$ cat config.mk
export PLATFORM = sky130hd
export DESIGN_NAME = imm_extend_pipe_flat
export DESIGN_NICKNAME = d
export VERILOG_FILES = /design/src/rtl/imm_extend_pipe_if.sv /design/src/rtl/imm_extend_pipe.sv /design/src/flat_wrapper.sv
export SDC_FILE = /design/constraint.sdc
export NUM_CORES = 1
export LEC_CHECK = 0
export ABC_CLOCK_PERIOD_IN_PS = 2150
export CORE_MARGIN = 1
export CORE_UTILIZATION = 47
export CTS_BUF_LIST = sky130_fd_sc_hd__clkbuf_8
export CTS_CLUSTER_SIZE = 10
export DETAILED_ROUTE_END_ITERATION = 8
export GPL_TIMING_DRIVEN = 0
export PLACE_DENSITY = 0.78
export SYNTH_ARGS = -nofsm -noshare
export SYNTH_HDL_FRONTEND = slang
export SYNTH_SLANG_ARGS = --single-unit
$ cat constraint.sdc
create_clock -name Clk -period 2.15 [get_ports Clk]
set_clock_uncertainty 0.1 [all_clocks]
set_input_delay 0.43 -clock Clk [delete_from_list [all_inputs] [get_ports Clk]]
set_output_delay 0.43 -clock Clk [all_outputs]
set_load 0.03 [all_outputs]
$ cat src/rtl/imm_extend_pipe_if.sv
// Handshake bundle for imm_extend_pipe: instruction input side, immediate output side, flush.
// The master drives instructions and consumes results; the slave is the extender.
interface imm_extend_pipe_if #(
  parameter int WIDTH = 32,
  parameter int TAG_W = 4
) ();
  logic             flush;
  logic             in_valid;
  logic             in_ready;
  logic [31:0]      in_ir;
  logic [TAG_W-1:0] in_tag;
  logic             out_valid;
  logic             out_ready;
  logic [WIDTH-1:0] out_imm;
  logic [2:0]       out_kind;
  logic [TAG_W-1:0] out_tag;

  modport master (
    output flush, in_valid, in_ir, in_tag, out_ready,
    input  in_ready, out_valid, out_imm, out_kind, out_tag
  );

  modport slave (
    input  flush, in_valid, in_ir, in_tag, out_ready,
    output in_ready, out_valid, out_imm, out_kind, out_tag
  );
endinterface

$ cat src/rtl/imm_extend_pipe.sv
// Two-stage elastic immediate extractor: S1 holds the raw instruction and its decoded kind,
// S2 holds the sign/zero-extended immediate ready for the consumer.
module imm_extend_pipe #(
  parameter int WIDTH  = 32,
  parameter int TAG_W  = 4,
  parameter int PC_ADJ = 4
) (
  input  logic               Clk,
  input  logic               Reset_n,
  imm_extend_pipe_if.slave   bus
);

  typedef enum logic [2:0] {
    KIND_NONE   = 3'd0,
    KIND_SIMM13 = 3'd1,
    KIND_SIMM7  = 3'd2,
    KIND_SHCNT  = 3'd3,
    KIND_DISP22 = 3'd4,
    KIND_DISP30 = 3'd5
  } kind_t;

  logic             s1_valid;
  logic [29:0]      s1_ir;
  logic [TAG_W-1:0] s1_tag;
  kind_t            s1_kind;

  logic             s2_valid;
  logic [WIDTH-1:0] s2_imm;
  kind_t            s2_kind;
  logic [TAG_W-1:0] s2_tag;

  kind_t            in_kind;
  logic [WIDTH-1:0] imm_next;
  logic             s1_advance;
  logic             accept;

  logic [1:0] in_op;
  logic [5:0] in_op3;
  logic       in_i;

  assign in_op  = bus.in_ir[31:30];
  assign in_op3 = bus.in_ir[24:19];
  assign in_i   = bus.in_ir[13];

  // Decode priority: call, branch, register operand, shift count, simm7, simm13.
  always_comb begin
    in_kind = KIND_SIMM13;
    if (in_op == 2'b01)
      in_kind = KIND_DISP30;
    else if (in_op == 2'b00)
      in_kind = KIND_DISP22;
    else if (!in_i)
      in_kind = KIND_NONE;
    else if (in_op == 2'b10 &&
             (in_op3 == 6'b100101 || in_op3 == 6'b100110 || in_op3 == 6'b100111))
      in_kind = KIND_SHCNT;
    else if (in_op == 2'b10 && in_op3 == 6'b111010)
      in_kind = KIND_SIMM7;
  end

  always_comb begin
    imm_next = '0;
    unique case (s1_kind)
      KIND_DISP30: imm_next = WIDTH'($signed({s1_ir[29:0], 2'b00}));
      KIND_DISP22: imm_next = WIDTH'($signed({s1_ir[21:0], 2'b00})) - WIDTH'(PC_ADJ);
      KIND_SHCNT:  imm_next = WIDTH'(s1_ir[4:0]);
      KIND_SIMM7:  imm_next = WIDTH'($signed(s1_ir[6:0]));
      KIND_SIMM13: imm_next = WIDTH'($signed(s1_ir[12:0]));
      default:     imm_next = '0;
    endcase
  end

  // in_ready depends combinationally only on out_ready; everything else is registered.
  assign s1_advance   = !s2_valid || bus.out_ready;
  assign bus.in_ready = !s1_valid || s1_advance;
  assign accept       = bus.in_valid && bus.in_ready;

  always_ff @(posedge Clk or negedge Reset_n) begin
    if (!Reset_n) begin
      s1_valid <= 1'b0;
      s1_ir    <= '0;
      s1_tag   <= '0;
      s1_kind  <= KIND_NONE;
    end else begin
      if (bus.flush)
        s1_valid <= 1'b0;
      else if (bus.in_ready)
        s1_valid <= bus.in_valid;
      if (accept) begin
        s1_ir   <= bus.in_ir[29:0];
        s1_tag  <= bus.in_tag;
        s1_kind <= in_kind;
      end
    end
  end

  // Output data only moves when S2 is empty or being consumed, so it holds under backpressure.
  always_ff @(posedge Clk or negedge Reset_n) begin
    if (!Reset_n) begin
      s2_valid <= 1'b0;
      s2_imm   <= '0;
      s2_kind  <= KIND_NONE;
      s2_tag   <= '0;
    end else begin
      if (bus.flush)
        s2_valid <= 1'b0;
      else if (s1_advance)
        s2_valid <= s1_valid;
      if (s1_advance && s1_valid) begin
        s2_imm  <= imm_next;
        s2_kind <= s1_kind;
        s2_tag  <= s1_tag;
      end
    end
  end

  assign bus.out_valid = s2_valid;
  assign bus.out_imm   = s2_imm;
  assign bus.out_kind  = s2_kind;
  assign bus.out_tag   = s2_tag;

endmodule
$ cat src/flat_wrapper.sv
// flat-port wrapper written by rule: the top's interface ports become plain ports
module imm_extend_pipe_flat 
#(
  parameter int WIDTH  = 32,
  parameter int TAG_W  = 4,
  parameter int PC_ADJ = 4
)
  (Clk, Reset_n, bus_flush, bus_in_valid, bus_in_ir, bus_in_tag, bus_out_ready, bus_in_ready, bus_out_valid, bus_out_imm, bus_out_kind, bus_out_tag);
  imm_extend_pipe_if #(.WIDTH(WIDTH), .TAG_W(TAG_W)) bus_i ();
  input  logic Clk;
  input  logic Reset_n;
  input wire logic [$bits(bus_i.flush)-1:0] bus_flush;
  input wire logic [$bits(bus_i.in_valid)-1:0] bus_in_valid;
  input wire logic [$bits(bus_i.in_ir)-1:0] bus_in_ir;
  input wire logic [$bits(bus_i.in_tag)-1:0] bus_in_tag;
  input wire logic [$bits(bus_i.out_ready)-1:0] bus_out_ready;
  output wire logic [$bits(bus_i.in_ready)-1:0] bus_in_ready;
  output wire logic [$bits(bus_i.out_valid)-1:0] bus_out_valid;
  output wire logic [$bits(bus_i.out_imm)-1:0] bus_out_imm;
  output wire logic [$bits(bus_i.out_kind)-1:0] bus_out_kind;
  output wire logic [$bits(bus_i.out_tag)-1:0] bus_out_tag;
  assign bus_i.flush = bus_flush;
  assign bus_i.in_valid = bus_in_valid;
  assign bus_i.in_ir = bus_in_ir;
  assign bus_i.in_tag = bus_in_tag;
  assign bus_i.out_ready = bus_out_ready;
  assign bus_in_ready = bus_i.in_ready;
  assign bus_out_valid = bus_i.out_valid;
  assign bus_out_imm = bus_i.out_imm;
  assign bus_out_kind = bus_i.out_kind;
  assign bus_out_tag = bus_i.out_tag;
  imm_extend_pipe #(.WIDTH(WIDTH), .TAG_W(TAG_W), .PC_ADJ(PC_ADJ)) u_core (.Clk(Clk), .Reset_n(Reset_n), .bus(bus_i));
endmodule
# Word-level counts from Yosys, hierarchy flattened
# Cells that the tools add are included.
[totals] regBits=78 latch_bits=0 mem_bits_rw=0 romBits=0 input_bits=41 out_inout_bits=41 n_memories=0
[op_classes] addsub=1 n_mul=0 div_mod_pow=0 n_lt_le_gt_ge=0 eq_ne=11 shifts=0 mux=10 n_bitwise=0 reduce_logical=13
[op_table] cell="$pmux W32 S5" n=1
[op_table] cell="$sub A24 B4 Y25 const B" n=1
[op_table] cell="$eq A6 B6 Y1 const B" n=4
[op_table] cell="$mux W3" n=4
[op_table] cell="$eq A3 B2 Y1 const B" n=2
[op_table] cell="$eq A3 B3 Y1 const B" n=2
[op_table] cell="$logic_and A1 B1 Y1" n=4
[op_table] cell="$logic_or A1 B1 Y1" n=4
[op_table] cell="$mux W1" n=4
[op_table] cell="$reduce_bool A2 Y1" n=2
[op_table] cell="$eq A3 B1 Y1 const B" n=1
[op_table] cell="$eq A2 B1 Y1 const B" n=1
[op_table] cell="$eq A2 B2 Y1 const B" n=1
[op_table] cell="$logic_not A1 Y1" n=2
[op_table] cell="$logic_not A2 Y1" n=1
[op_table] cell="$mux W2" n=1

# Depth between registers and ports, before layout
# Gate-level depths: netlist of run 1.
[logic_depth] ltp_word=8 depth_mapped=8

# Least setup slack after synthesis of run 1
# No wires, ideal clock.
[synth_path] path_type="flip-flop to flip-flop" start="register u_core.s1_ir[0]" end="register u_core.s2_imm[14], in the netlist u_core.bus.out_imm[14]" setup_ns=0.126 arrival_ns=1.990 path_slack_ns=-0.066 stages_incl_launch_ff=9 synth_period_minus_slack_ns=2.216 cell_sequence="dfrtp_1 -> clkbuf_1 -> inv_1 -> ha_1 -> nor3b_2 -> nand4b_4 -> o31a_1 -> or2_1 -> a221o_1"
[synth_via] elab_chain_cells=2
[synth_lines] element="start, declared" line="imm_extend_pipe.sv:23" rtl="logic [29:0] s1_ir;"
[synth_lines] element="start signal, assigned" line="imm_extend_pipe.sv:90" rtl="s1_ir <= bus.in_ir[29:0];"
[synth_lines] element="$sub A24 B4 Y25" line="imm_extend_pipe.sv:65" rtl="KIND_DISP22: imm_next = WIDTH'($signed({s1_ir[21:0], 2'b00})) - WIDTH'(PC_ADJ);"
[synth_lines] element="$pmux W32 S5" line="imm_extend_pipe.sv:63" rtl="unique case (s1_kind)"
[synth_lines] element="end signal, assigned" line="imm_extend_pipe.sv:110" rtl="s2_imm <= imm_next;"
[synth_lines] element="end, declared" line="imm_extend_pipe.sv:28" rtl="logic [WIDTH-1:0] s2_imm;"
# No other way between the ends.
# A chain may end at the register's enable or synchronous reset.

# Final worst setup path of run 1
[layout_path] start="register u_core.s1_ir[6]" end="register u_core.s2_imm[13], in the netlist u_core.bus.out_imm[13]"
[layout_via] elab_chain_cells=2
[layout_lines] element="$sub A24 B4 Y25" line="imm_extend_pipe.sv:65"
[layout_lines] element="$pmux W32 S5 (*)" line="imm_extend_pipe.sv:63"
# Mark *: on every way between the ends. The rest lies on a longest branch, timed or not.

==> metrics.csv, run 1 <==
stage;metric;value;unit
sta;final_max_slew_viol_count;0;
synth;synth_area;3770;µm²
min_path;hold_class;reg2reg;
detailed_routing;wl_met1;4.15;mm
global_route;grt_pass1_wl;15.9;mm
detailed_routing;vias;3297;
synth;synth_flop_cell;dfrtp_1;
final_layout;fill_cells;597;
global_route;grt_pass1_vias;3347;
pwr;p_leak;2.12;nW
final_layout;fin_nets;506;
synth;synth_edf_count;0;
sta;worst_slew_pin_slew;0.662;ns
final_layout;final_area;5110;µm²
worst_setup_path;required;2.29;ns
synth;synthArstFlopShare;1.00;
detailed_routing;drtAntennaViolNets;0;
synth;synthCells;360;
floorplan;die-height;91.6;µm
worst_setup_path;worstPathMaxFanout;7;
detailed_routing;drtIter0Drc;260;
placed_design;gp_congestion;0.833;
global_route;grt_max_degree;49;
sta;fin_crit_sh;0.985;
placed_design;placed_area;4740;µm²
synth;ys_ff_latch;78;
sta;finalSetupViolCount;0;
clocking;cts_buffer_depth;2;
final_layout;n_antenna_cell;0;
pwr;p_per_area;818;nW/µm²
floorplan;coreArea;7730;µm²
worst_setup_path;end_kind;flip-flop;
floorplan;initial_utilization;0.488;
sta;relSlewSlack;0.555;
synth;ys_seq_area_frac;0.517;
global_route;overflow;0;
worst_setup_path;cp_slowest_cell;dfrtp_1;
floorplan;row_count;32;
final_layout;fin_util;0.661;
worst_setup_path;crit_type;reg2reg;
sta;final_hold_viol_count;0;
floorplan;dieArea;8390;µm²
synth;syn_nets;402;
placed_design;placement.io_buffers;81;
clocking;clk-insertion-delay-late;0.36;ns
floorplan;pin_count;82;
detailed_routing;avgViaCountPerCell;5.77;
global_route;grt_usage;0.246;
detailed_routing;route.detailed.drc;0;
clocking;cts-htree-levels;3;
synth;ys_types;53;
worst_setup_path;cp-start-kind;flip-flop;
final_layout;area_delta_synth_final;35.5;%
detailed_routing;first_pass_iters;5;
sta;fin_crit;2.12;ns
detailed_routing;route.top_layer_used;met4;
worst_setup_path;cp_data_arrival_time;2.25;ns
sta;fin_hold_ws;0.376;ns
clocking;path_clk_slew;0.09;ns
worst_setup_path;worst_path_largest_cell_delay;0.49;ns
final_layout;layout-drive-gt1-share;0.194;
synth;yosysWarnings;0;
detailed_routing;dr_wl_met3;604;µm
clocking;cts.root.buffer_cell;clkbuf_8;
floorplan;fp.dieW;91.6;µm
flow_run;maxCapViolations;0;
detailed_routing;met2_length;4.83;mm
sta;fmax;0.472;GHz
clocking;numCtsBuffers;9;
pwr;vdd_drop_max;0.384;mV
worst_setup_path;crit_chain;nor2_2 > nand3_2 > or4_1 > xnor2_1 > a221o_1;
synth;postSynthAreaPerCell;10.5;µm²
clocking;cts_tree;done;
clocking;cts_sinks;78;
status;status;complete, no violations;
detailed_routing;wl_per_cell;17.1;µm
detailed_routing;routed_wl;9.79;mm
global_route;grt_antenna_before_repair;0;
placed_design;post-dp-hpwl;6.84;mm
[cell type report]
cell class | instances | area, µm² | share of cell area
Buffer | 18 | 86.3 | 0.0169
Clock buffer | 10 | 138 | 0.0269
Clock inverter | 6 | 67.6 | 0.0132
Inverter | 3 | 11.3 | 0.00220
Multi-Input combinational cell | 258 | 1780 | 0.348
Sequential cell | 78 | 1960 | 0.383
Tap cell | 102 | 128 | 0.0250
Timing Repair Buffer | 96 | 942 | 0.184
[what timing repair did]
item	in CTS	in global routing
resized for setup	13	19
setup endpoints to repair	23	30
buffers inserted	9	4
hold buffers	1	0
pin swaps	2	6
hold endpoints to repair	30	0
[stage by stage]
step           worst slack, ns  setup TNS [ns]  power [mW]  instances
2_1_floorplan          0.00292               0        2.50        360
3_3_place_gp             -2.09         -174.55        2.98        543
3_5_place_dp            -0.320          -12.61        3.02        544
4_1_cts                0.00428               0        4.18        569
5_1_grt                -0.0307         -0.0821        4.36        571
6_report                0.0320               0        4.18        571
[worst max-delay path: cells and delay by family, from the launching register on]
family,cells,cell delay (ns)
AOI/OAI and AO/OA,1,0.31
and+or+nand+nor,3,0.95
DFF,1,0.49
xor gates and xnor gates,1,0.14
[synth_stat cells (4+ instances only)]
cell type	n	area (µm²)
nor2_1	25	93.8
a22oi_1	6	45.0
mux2i_1	4	40.0
nand2_1	47	176
nand2b_1	5	31.3
clkbuf_1	19	71.3
mux2_2	34	383
xnor2_1	10	87.6
nand3_1	4	20.0
nor4_1	6	37.5
nand4b_1	4	35.0
a21oi_1	31	155
a221o_1	6	60.1
xor2_1	7	61.3
o21ai_0	19	95.1
dfrtp_1	78	1950
nand4_1	6	37.5
[registers in the layout (all words and copies together), names as in the netlist]
name                  cells
u_core.s1_valid           1
u_core.s1_tag             4
u_core.s1_kind            3
u_core.bus.out_valid      1
u_core.bus.out_imm       32
u_core.bus.out_tag        4
u_core.s1_ir             30
u_core.bus.out_kind       3
[placed cells by master (no fill, tap or decap), types with 7 or more instances in the layout]
cell type,instances
clkdlybuf4s50_1,79
dfrtp_1,72
nand2_1,47
mux2_2,34
a21oi_1,30
nor2_1,24
o21ai_0,19
buf_4,14
clkbuf_1,10
xnor2_1,10
clkbuf_8,10
xor2_1,7
[metal layers]
metal  vias up  global-route usage
met5         -                   0
met4         0              0.0992
met3        21              0.0519
met2       156               0.410
met1      1609               0.310
li1       1511                   -
[report_power, final]
group / internal (mW) / switching, mW / leakage (nW)
Clock: 0.574 / 0.560 / 0.0993
Sequential: 1.67 / 0.188 / 0.953
Combinational: 0.548 / 0.640 / 1.07
Total: 2.79 / 1.39 / 2.12
[path summary, 6_finish.rpt]
kind | from | endpoint | slack, ns | cells after the start
worst max-delay path | u_core.s1_ir[6]$_DFFE_PN0P_ | u_core.bus.out_imm[13]$_DFFE_PN0P_ | 0.03 | 5
worst max register to register | u_core.s1_ir[6]$_DFFE_PN0P_ | u_core.bus.out_imm[13]$_DFFE_PN0P_ | 0.03 | 5
worst min-delay path | u_core.bus.out_kind[1]$_DFFE_PN0P_ | u_core.bus.out_kind[1]$_DFFE_PN0P_ | 0.38 | 2
min in group asynchronous | Reset_n | u_core.bus.out_tag[3]$_DFFE_PN0P_ | 0.45 | 2
max in group asynchronous | Reset_n | u_core.bus.out_imm[18]$_DFFE_PN0P_ | 0.93 | 3
worst min register to register | u_core.bus.out_kind[1]$_DFFE_PN0P_ | u_core.bus.out_kind[1]$_DFFE_PN0P_ | 0.38 | 2
[kinds of logic after synthesis]
logic type | count (synthesis) | synth area share
adders and majority gates | 1 | 0.00332
muxes | 38 | 0.112
and+or+nand+nor | 120 | 0.168
xor gates and xnor gates | 17 | 0.0395
DFF | 78 | 0.517
AOI/OAI and AO/OA | 82 | 0.136
buffers and inverters | 24 | 0.0242
(Power assumes the default switching activity.)
==> run 2, diff against run 1 <==
- PLACE_DENSITY: 0.78 -> unset
- PLACE_DENSITY_LB_ADDON: unset -> 0.15
- SLEW_MARGIN: unset -> 0
==> metrics.csv, run 2 (synthesized netlist as in run 1, its figures left out) <==
stage;metric;value;unit
pwr;vdd_drop_max;0.467;mV
worst_setup_path;required;2.29;ns
sta;relSlewSlack;0.580;
min_path;hold_class;reg2reg;
floorplan;initial_utilization;0.488;
clocking;cts.root.buffer_cell;clkbuf_8;
min_path;worstHoldPathCells;2;
worst_setup_path;r2r_slack;0.03;ns
floorplan;die-height;91.6;µm
global_route;grt_antenna_before_repair;0;
sta;setup_ws;0.0310;ns
pwr;p_total;4.26;mW
worst_setup_path;crit_type;reg2reg;
sta;fin_crit;2.12;ns
global_route;overflow;0;
pwr;p_per_area;820;nW/µm²
final_layout;n_antenna_cell;0;
final_layout;largest_reg_flops;32;
sta;final_max_slew_viol_count;0;
final_layout;area_delta_synth_final;37.7;%
floorplan;row_count;32;
status;status;complete, no violations;
global_route;grt_pass1_wl;15.9;mm
final_layout;fin_nets;510;
placed_design;gp_congestion;0.870;
sta;finalSetupViolCount;0;
detailed_routing;drtIter0Drc;167;
clocking;numCtsBuffers;9;
worst_setup_path;reg2reg_depth;7;
global_route;grt_usage;0.246;
worst_setup_path;cpMostUsedCell;buf_6;
sta;worst_slew_pin_slew;0.624;ns
sta;fmax;0.472;GHz
sta;fin_crit_sh;0.986;
sta;setup-tns-final;0;ns
worst_setup_path;worstPathMaxFanout;6;
worst_setup_path;cp_slowest_cell;dfrtp_2;
detailed_routing;routed_wl;9.74;mm
clocking;clk-insertion-delay-late;0.35;ns
clocking;cts_buffer_depth;2;
clocking;cts-htree-levels;3;
floorplan;coreArea;7730;µm²
worst_setup_path;rr_startpoint;u_core.s1_ir[5]$_DFFE_PN0P_;
detailed_routing;drtAntennaViolNets;0;
placed_design;post-place-ws;-0.319;ns
min_path;hp-start;u_core.s1_tag[3]$_DFFE_PN0P_;
worst_setup_path;cp_data_arrival_time;2.25;ns
final_layout;final_area;5190;µm²
clocking;cts_sinks;78;
worst_setup_path;end_kind;flip-flop;
global_route;grt_pass1_vias;3166;
detailed_routing;wl_per_cell;16.9;µm
clocking;cts_tree;done;
final_layout;layout_common_cells;clkdlybuf4s50_1, dfrtp_1, nand2_1;
placed_design;post-dp-hpwl;6.86;mm
worst_setup_path;cp-start-kind;flip-flop;
placed_design;placed_area;4740;µm²
worst_setup_path;worst_path_largest_cell_delay;0.44;ns
sta;fin_hold_ws;0.369;ns
sta;rsz0062_at_grt;true;
final_layout;final_common_cell;clkdlybuf4s50_1;
detailed_routing;route.detailed.drc;0;
sta;final_hold_viol_count;0;
placed_design;placement.io_buffers;81;
floorplan;pin_count;82;
detailed_routing;vias;3252;
min_path;hold_end;u_core.bus.out_tag[3]$_DFFE_PN0P_;
worst_setup_path;rr_endpoint;u_core.bus.out_imm[23]$_DFFE_PN0P_;
floorplan;dieArea;8390;µm²
final_layout;layout-drive-gt1-share;0.203;
floorplan;fp.dieW;91.6;µm
flow_run;maxCapViolations;0;
pwr;p_leak;2.17;nW
global_route;grt_max_degree;46;
worst_setup_path;crit_chain;nor4_4 > buf_6 > and4b_1 > buf_6 > nand4_1 > xnor2_2 > a221o_1;
clocking;path_clk_slew;0.08;ns
detailed_routing;avgViaCountPerCell;5.66;
detailed_routing;first_pass_iters;4;
final_layout;fill_cells;599;
-- run 2: area by class of cell --
type / instances / area [µm²] / area share
multi-input combinational: 258 / 1800 / 0.347
timing repair buffer: 100 / 988 / 0.190
buffer: 18 / 87.6 / 0.0169
clock inverter: 7 / 91.3 / 0.0176
inverter: 3 / 11.3 / 0.00217
clock buffer: 9 / 124 / 0.0238
tap: 102 / 128 / 0.0246
sequential: 78 / 1960 / 0.377
-- run 2: per-stage QoR --
stage	util	instances
2_1_floorplan	-	360
3_3_place_gp	0.611	543
3_5_place_dp	0.614	544
4_1_cts	0.656	565
5_1_grt	0.672	575
6_report	0.672	575
-- run 2: worst max-delay path: cells and delay by family (launching register included) --
| family | cells | cell delay (ns) |
|---|---|---|
| buffers and inverters | 2 | 0.30 |
| xor gates and xnor gates | 1 | 0.21 |
| and+or+nand+nor | 3 | 0.66 |
| AOI/OAI and AO/OA | 1 | 0.30 |
| DFF | 1 | 0.44 |
-- run 2: worst max path at each step --
stage,start,to,cells after the start
final,u_core.s1_ir[5]$_DFFE_PN0P_,u_core.bus.out_imm[23]$_DFFE_PN0P_,7
after global routing,u_core.s1_ir[5]$_DFFE_PN0P_,u_core.bus.out_imm[23]$_DFFE_PN0P_,7
after CTS,u_core.s1_ir[5]$_DFFE_PN0P_,u_core.bus.out_imm[13]$_DFFE_PN0P_,6
after detailed placement,bus_out_ready,u_core.bus.out_imm[26]$_DFFE_PN0P_,6
after global placement,Reset_n,u_core.bus.out_imm[27]$_DFFE_PN0P_,1
after floorplan,u_core.s1_ir[2]$_DFFE_PN0P_,u_core.bus.out_imm[13]$_DFFE_PN0P_,5
-- run 2: routing by layer --
| metal | vias up | global-route usage | share of wire |
|---|---|---|---|
| li1 | 1515 | - | - |
| met1 | 1606 | 0.327 | 0.43 |
| met4 | 0 | 0.0939 | 0.024 |
| met3 | 20 | 0.0503 | 0.049 |
| met5 | - | 0 | 0 |
| met2 | 111 | 0.394 | 0.50 |
-- run 2: timing repair --
action                                  4_1_cts  5_1_grt
endpoints found under the hold margin        33        0
endpoints found under the setup margin       18       49
setup buffers                                 5       12
pin swaps                                     1        3
hold buffers                                  1        0
gates resized for setup                      19       20
-- run 2: report_power, final --
group	internal (mW)	leakage [nW]	total, mW	switching, mW
Combinational	0.561	1.11	1.21	0.651
Sequential	1.67	0.953	1.85	0.177
Clock	0.647	0.108	1.20	0.549
